### src/rtl/key_sched_pkg.sv
// Shared types for the RC4 key-search scheduler: FSM states, core index type, widths.
package key_sched_pkg;

  localparam int KEY_W_DEF  = 24;
  localparam int MAX_CORES  = 8;
  localparam int CORE_IDX_W = 3;

  typedef logic [CORE_IDX_W-1:0] core_idx_t;

  typedef enum logic [1:0] {
    ST_IDLE = 2'd0,
    ST_RUN  = 2'd1,
    ST_PASS = 2'd2,
    ST_FAIL = 2'd3
  } sched_state_e;

  function automatic logic [3:0] popcnt8(input logic [MAX_CORES-1:0] v);
    logic [3:0] c;
    c = '0;
    for (int i = 0; i < MAX_CORES; i++) begin
      c = c + {3'b000, v[i]};
    end
    return c;
  endfunction

endpackage

### src/rtl/core_pick_lsb.sv
// Combinational lowest-set-bit finder; o_vld=0 when no bit is set, o_idx then reads 0.
module core_pick_lsb
  import key_sched_pkg::*;
#(
  parameter int W = 4
) (
  input  logic [W-1:0] i_vec,
  output logic         o_vld,
  output core_idx_t    o_idx
);

  always_comb begin
    o_vld = 1'b0;
    o_idx = '0;
    for (int i = W - 1; i >= 0; i--) begin
      if (i_vec[i]) begin
        o_vld = 1'b1;
        o_idx = core_idx_t'(i);
      end
    end
  end

endmodule

### src/rtl/key_dispatch_sched.sv
// Hands consecutive RC4 keys to idle cracking cores, stops on first match or range end; 1-cycle start->core_start and found->pass.
// Optional completed-key counter on keys_tried is built when SCHED_PERF_CNT_EN is defined.
module key_dispatch_sched
  import key_sched_pkg::*;
#(
  parameter int               NUM_CORES = 4,
  parameter int               KEY_W     = KEY_W_DEF,
  parameter logic [KEY_W-1:0] LOW_KEY   = '0,
  parameter logic [KEY_W:0]   HIGH_KEY  = 'h400000
) (
  input  logic                       clock,
  input  logic                       reset,
  input  logic                       start,
  input  logic [NUM_CORES-1:0]       core_done,
  input  logic [NUM_CORES-1:0]       core_found,
  output logic [NUM_CORES-1:0]       core_start,
  output logic [NUM_CORES*KEY_W-1:0] core_key,
  output logic                       core_halt,
  output logic                       busy,
  output logic                       pass,
  output logic                       fail,
  output logic [KEY_W-1:0]           found_key,
  output logic [2:0]                 found_core,
  output logic [KEY_W-1:0]           keys_tried
);

  sched_state_e           r_state;
  logic [KEY_W:0]         r_next_key;
  logic [NUM_CORES-1:0]   r_busy_vec;
  logic [NUM_CORES-1:0]   r_core_start;
  logic [KEY_W-1:0]       r_core_key [NUM_CORES];
  logic [KEY_W-1:0]       r_found_key;
  core_idx_t              r_found_core;

  logic                   w_run;
  logic                   w_idle_go;
  logic [NUM_CORES-1:0]   w_done_vec;
  logic [NUM_CORES-1:0]   w_found_vec;
  logic [NUM_CORES-1:0]   w_cur_busy;
  logic [KEY_W:0]         w_cur_next;
  logic                   w_keys_left;
  logic                   w_free_vld;
  core_idx_t              w_free_idx;
  logic                   w_found_vld;
  core_idx_t              w_found_idx;
  logic                   w_disp;
  logic [NUM_CORES-1:0]   w_disp_vec;
  logic                   w_exhausted;
  logic [KEY_W-1:0]       w_found_key;

  assign w_run     = (r_state == ST_RUN);
  assign w_idle_go = (r_state == ST_IDLE) && start;

  // Done/found from a core that was never dispatched carries no key and is dropped.
  assign w_done_vec  = w_run ? (core_done & r_busy_vec) : '0;
  assign w_found_vec = w_done_vec & core_found;

  // The start cycle dispatches too, from a clean slate, so core 0 starts one cycle after start.
  assign w_cur_busy  = w_idle_go ? '0 : r_busy_vec;
  assign w_cur_next  = w_idle_go ? {1'b0, LOW_KEY} : r_next_key;
  assign w_keys_left = (w_cur_next < HIGH_KEY);

  core_pick_lsb #(.W(NUM_CORES)) u_pick_free (
    .i_vec (~w_cur_busy),
    .o_vld (w_free_vld),
    .o_idx (w_free_idx)
  );

  core_pick_lsb #(.W(NUM_CORES)) u_pick_found (
    .i_vec (w_found_vec),
    .o_vld (w_found_vld),
    .o_idx (w_found_idx)
  );

  assign w_disp = (w_idle_go || (w_run && !w_found_vld)) && w_free_vld && w_keys_left;

  always_comb begin
    w_disp_vec = '0;
    for (int i = 0; i < NUM_CORES; i++) begin
      w_disp_vec[i] = w_disp && (w_free_idx == core_idx_t'(i));
    end
  end

  assign w_exhausted = w_run && !w_keys_left && (r_busy_vec == '0) && !w_found_vld;

  always_comb begin
    w_found_key = '0;
    for (int i = 0; i < NUM_CORES; i++) begin
      if (w_found_idx == core_idx_t'(i)) begin
        w_found_key = r_core_key[i];
      end
    end
  end

  always_ff @(posedge clock) begin
    if (reset) begin
      r_state      <= ST_IDLE;
      r_next_key   <= {1'b0, LOW_KEY};
      r_busy_vec   <= '0;
      r_core_start <= '0;
      r_found_key  <= '0;
      r_found_core <= '0;
      for (int i = 0; i < NUM_CORES; i++) begin
        r_core_key[i] <= LOW_KEY;
      end
    end else begin
      r_core_start <= w_disp_vec;
      for (int i = 0; i < NUM_CORES; i++) begin
        if (w_disp_vec[i]) begin
          r_core_key[i] <= w_cur_next[KEY_W-1:0];
        end
      end
      if (w_disp) begin
        r_next_key <= w_cur_next + {{KEY_W{1'b0}}, 1'b1};
      end else if (w_idle_go) begin
        r_next_key <= {1'b0, LOW_KEY};
      end
      case (r_state)
        ST_IDLE: begin
          if (start) begin
            r_state    <= ST_RUN;
            r_busy_vec <= w_disp_vec;
          end
        end
        ST_RUN: begin
          r_busy_vec <= (r_busy_vec & ~w_done_vec) | w_disp_vec;
          if (w_found_vld) begin
            r_state      <= ST_PASS;
            r_found_key  <= w_found_key;
            r_found_core <= w_found_idx;
          end else if (w_exhausted) begin
            r_state <= ST_FAIL;
          end
        end
        default: ;
      endcase
    end
  end

  genvar g;
  for (g = 0; g < NUM_CORES; g++) begin : g_key
    assign core_key[g*KEY_W +: KEY_W] = r_core_key[g];
  end

  assign core_start = r_core_start;
  assign busy       = (r_state == ST_RUN);
  assign pass       = (r_state == ST_PASS);
  assign fail       = (r_state == ST_FAIL);
  assign core_halt  = pass || fail;
  assign found_key  = r_found_key;
  assign found_core = r_found_core;

`ifdef SCHED_PERF_CNT_EN
  logic [KEY_W-1:0] r_keys_tried;
  logic [3:0]       w_done_cnt;
  logic [KEY_W:0]   w_kt_sum;

  assign w_done_cnt = popcnt8(MAX_CORES'(w_done_vec));
  assign w_kt_sum   = {1'b0, r_keys_tried} + (KEY_W+1)'(w_done_cnt);

  always_ff @(posedge clock) begin
    if (reset || w_idle_go) begin
      r_keys_tried <= '0;
    end else if (w_run) begin
      r_keys_tried <= w_kt_sum[KEY_W] ? '1 : w_kt_sum[KEY_W-1:0];
    end
  end

  assign keys_tried = r_keys_tried;
`else
  assign keys_tried = '0;
`endif

endmodule

### config.mk
export PLATFORM = sky130hd
export DESIGN_NAME = key_dispatch_sched
export DESIGN_NICKNAME = d
export VERILOG_FILES = /design/src/rtl/key_sched_pkg.sv /design/src/rtl/core_pick_lsb.sv /design/src/rtl/key_dispatch_sched.sv
export SDC_FILE = /design/constraint.sdc
export NUM_CORES = 1
export LEC_CHECK = 0
export BUFFER_PORTS_ARGS = -buffer_cell sky130_fd_sc_hd__buf_4
export CORE_ASPECT_RATIO = 1.25
export CORE_MARGIN = 10
export CORE_UTILIZATION = 54
export DETAILED_ROUTE_END_ITERATION = 10
export GPL_TIMING_DRIVEN = 0
export PLACE_DENSITY = 0.91
export SETUP_SLACK_MARGIN = 0.15
export SLEW_MARGIN = 20
export SYNTH_ARGS = -nofsm -noshare
export SYNTH_HDL_FRONTEND = slang
export SYNTH_SLANG_ARGS = --single-unit
### constraint.sdc
create_clock -name clock -period 3.8 [get_ports clock]
set_clock_uncertainty 0.2 [all_clocks]
set_input_delay 0.19 -clock clock [delete_from_list [all_inputs] [get_ports clock]]
set_output_delay 0.19 -clock clock [all_outputs]
set_load 0.05 [all_outputs]
==> metrics <==
CTS tree built; clock sinks ~160; largest net degree at the start of global routing 25; PostCTS Resize Cnt 0; core area between 10,000 and 15,000 µm²; Design Power 0.00422 W; mapped cell area 7210 µm²; Avg Cell Area, Syn 11.0 µm²; Max-slew headroom 0.328; initial antenna violation count 0; CP required between 3 and 4 ns; minimum clock period approximately 3.3 ns; Inserted Diodes 0; vias in the first global route between 6,000 and 7,000; port buffer count 139; Setup CP Type register to register; Area after DPL 8640 µm²; GRT overflow 0; vias post-DR 6,458; max_cap viols 0; CTS Buffer Depth 2; setup slack, reg-to-reg 0.46 ns; GPL Wtd Cong 0.914; IO Pins ~170; clk_lat worst skew approximately 0.43 ns; crit end category register; Via density 6.24; #FFs+latches synth 157; outcome finished clean; Inst Count DP 999; synth warn 0; post-synthesis sequential area ratio 0.569; worst hold-check path type primary input to register; hpwl dp 16,000 µm; CTS buffer count 17; CP startpoint kind register; Syn Inst Count 656; post-DR wirelength/cell 22.8 µm; Worst Reg2Reg Path Length in Cells 11; H-tree levels 4; # DRC 0; final hold vios 0; Final ANT Viol Nets 0; Max Clock Freq 299 MHz; hold endpoint r_busy_vec[1]; Nets 863; P&R area growth vs syn 28.4%; worst flop-to-flop path startpoint r_state[1]; number of flops mapped to enable cells by yosys between 90 and 100; Setup Viol. Count Final 0; Fin Setup TNS 0 ns; Hold Crit Depth 4; Die X 123 µm; unrepaired setup endpoints after global routing no; fraction of registers with async set/reset 0; crit-path max FO 10; Critical Path AT 3.49 ns; first-pass GRT wire length 35,200 µm; Power Density 456 nW/µm²; Lkg Pwr 3.63 nW; Iter 0 DRT Violations 854; total wire length 23,600 µm; Worst Tran Pin Value 1.01 ns; layout cell share with drive strength beyond 1 0.264; Distinct cells, synth 59; CTS Hold Buffers Added 4; clk root buf clkbuf_16; DR pass1 iterations 6; Hold Startpoint core_done[1]; Site Rows 47; Most used DFF post-synth edfxtp_1; die area 18,400 µm²; fin util 0.703; Die Span Y 149 µm; Tot GR Track Use 0.251; post-route insts no fill 1,035; Initial Utilization 0.548; RR Endpoint r_next_key[10]; postcts setup bufs 0; count of final max-slew check failures 0; Final Cycle Share 0.880; post-route cell area 9260 µm²; worst vdd ir 0.292 mV; Worst-path clk slew 0.06 ns
[worst max-delay path by stage]
stage | start | to | slack, ns | depth (start not counted)
finish | r_state[1] | r_next_key[10] | 0.46 | 11
global route | r_state[1] | r_next_key[6] | 0.30 | 11
CTS | r_state[0] | r_next_key[10] | 0.58 | 12
detailed placement | r_state[0] | r_next_key[10] | 0.62 | 12
global placement | r_state[1] | r_core_key[2][8] | 0.02 | 4
floorplan | r_state[0] | r_core_key[2][0] | 0.97 | 7
[power breakdown]
group	switching, W	leakage [nW]	total [W]	internal, W
Sequential	0.0000499	1.49	0.00193	0.00188
Clock	0.000680	0.275	0.00167	0.000993
Combinational	0.000457	1.87	0.000622	0.000166
[state kept, by name, summed over array words and instances, names as in the netlist]
| name | cells |
|---|---|
| r_state | 2 |
| r_busy_vec | 4 |
| found_core | 2 |
| r_next_key | 25 |
| found_key | 24 |
| core_start | 4 |
| r_core_key | 96 |
[synthesized netlist by cell type, types with 3 or more instances]
| master | n | area [µm²] |
|---|---|---|
| nor3_1 | 3 | 15.0 |
| nand4_1 | 12 | 75.1 |
| and4_1 | 5 | 43.8 |
| nand2b_1 | 4 | 25.0 |
| clkbuf_1 | 36 | 135 |
| inv_1 | 6 | 22.5 |
| o31ai_1 | 7 | 52.6 |
| a311oi_1 | 24 | 210 |
| a22o_1 | 24 | 210 |
| a21oi_1 | 26 | 130 |
| buf_2 | 7 | 35.0 |
| nor2_1 | 57 | 214 |
| nor4_1 | 4 | 25.0 |
| edfxtp_1 | 96 | 2880 |
| inv_2 | 3 | 11.3 |
| a221oi_1 | 24 | 210 |
| and2_1 | 74 | 463 |
| nand2_1 | 46 | 173 |
| nor3b_1 | 25 | 188 |
| dfxtp_1 | 61 | 1220 |
| or4_1 | 8 | 60.1 |
| buf_4 | 26 | 195 |
| and3_1 | 7 | 43.8 |
| o21ai_0 | 6 | 30.0 |
| or3_1 | 8 | 50.1 |
| nand3_1 | 15 | 75.1 |
| xnor2_1 | 3 | 26.3 |
[critical path, stage by stage, from the launching register on]
cell	delay [ns]
dfxtp_1	0.45
or3b_1	0.16
buf_6	0.15
clkbuf_1	0.47
nand2_1	0.20
inv_1	0.12
ha_1	0.19
and3_1	0.20
nand4_1	0.22
clkbuf_1	0.30
or3_1	0.41
a21oi_1	0.16
[placed cells by master, fill, tap and decap left out, types with 2 or more instances in the layout]
master	instances
nand2b_2	2
nor3_1	3
nand2b_1	2
dlygate4sd3_1	4
nand2_1	45
a22o_1	24
or3_1	8
nor3_2	2
nand3_1	15
buf_6	2
buf_2	7
nand4_1	12
edfxtp_1	96
o22ai_1	2
clkinv_2	3
nor2_1	57
a31o_2	2
buf_4	165
clkinvlp_4	4
inv_2	3
a21o_1	2
a21oi_1	26
xnor2_1	3
and3_1	7
a311oi_1	24
and4_1	5
a221oi_1	24
or4_1	8
o21ai_0	6
and2_1	74
clkbuf_16	19
xor2_1	2
conb_1	33
o31ai_1	7
dfxtp_1	61
nor4_1	4
inv_1	6
nor3b_1	25
clkbuf_1	39
nor4_2	2
[kinds of logic (layout without fill, tap and decap cells)]
kind of cell / count (synthesis) / count (layout) / share of synthesized area
AO/OA/AOI/OAI: 124 / 124 / 0.132
AND/OR/NAND/NOR: 284 / 284 / 0.226
other: 1 / 33 / 0.000520
flip-flops: 157 / 157 / 0.569
buffers and inverters: 82 / 258 / 0.0612
XOR/XNOR: 5 / 5 / 0.00607
adder cells (fa/ha/maj): 1 / 1 / 0.00173
multiplexers: 2 / 2 / 0.00295
[metal layers]
layer | vias up | share of wire | GRT usage
met3 | 117 | 0.12 | 0.0773
met2 | 553 | 0.49 | 0.417
met4 | 0 | 0.056 | 0.146
li1 | 2778 | - | -
met5 | - | 0 | 0
met1 | 3010 | 0.33 | 0.276
[final cells by class]
cell class / count / area [µm²]
inverter: 10 / 50.0
clock inverter: 9 / 83.8
timing repair buffer: 144 / 1110
buffer: 72 / 392
sequential: 157 / 4100
clock buffer: 23 / 500
tap: 171 / 214
fill: 891 / 3910
multi-input combinational: 449 / 2810
[through the flow]
stage               hold slack [ns]  setup slack (ns)
global placement              0.237            0.0171
CTS                          0.0104             0.582
detailed placement            0.242             0.623
global route                 0.0439             0.304
floorplan                     0.183             0.971
finish                       0.0115             0.457
(Power assumes the default switching activity.)
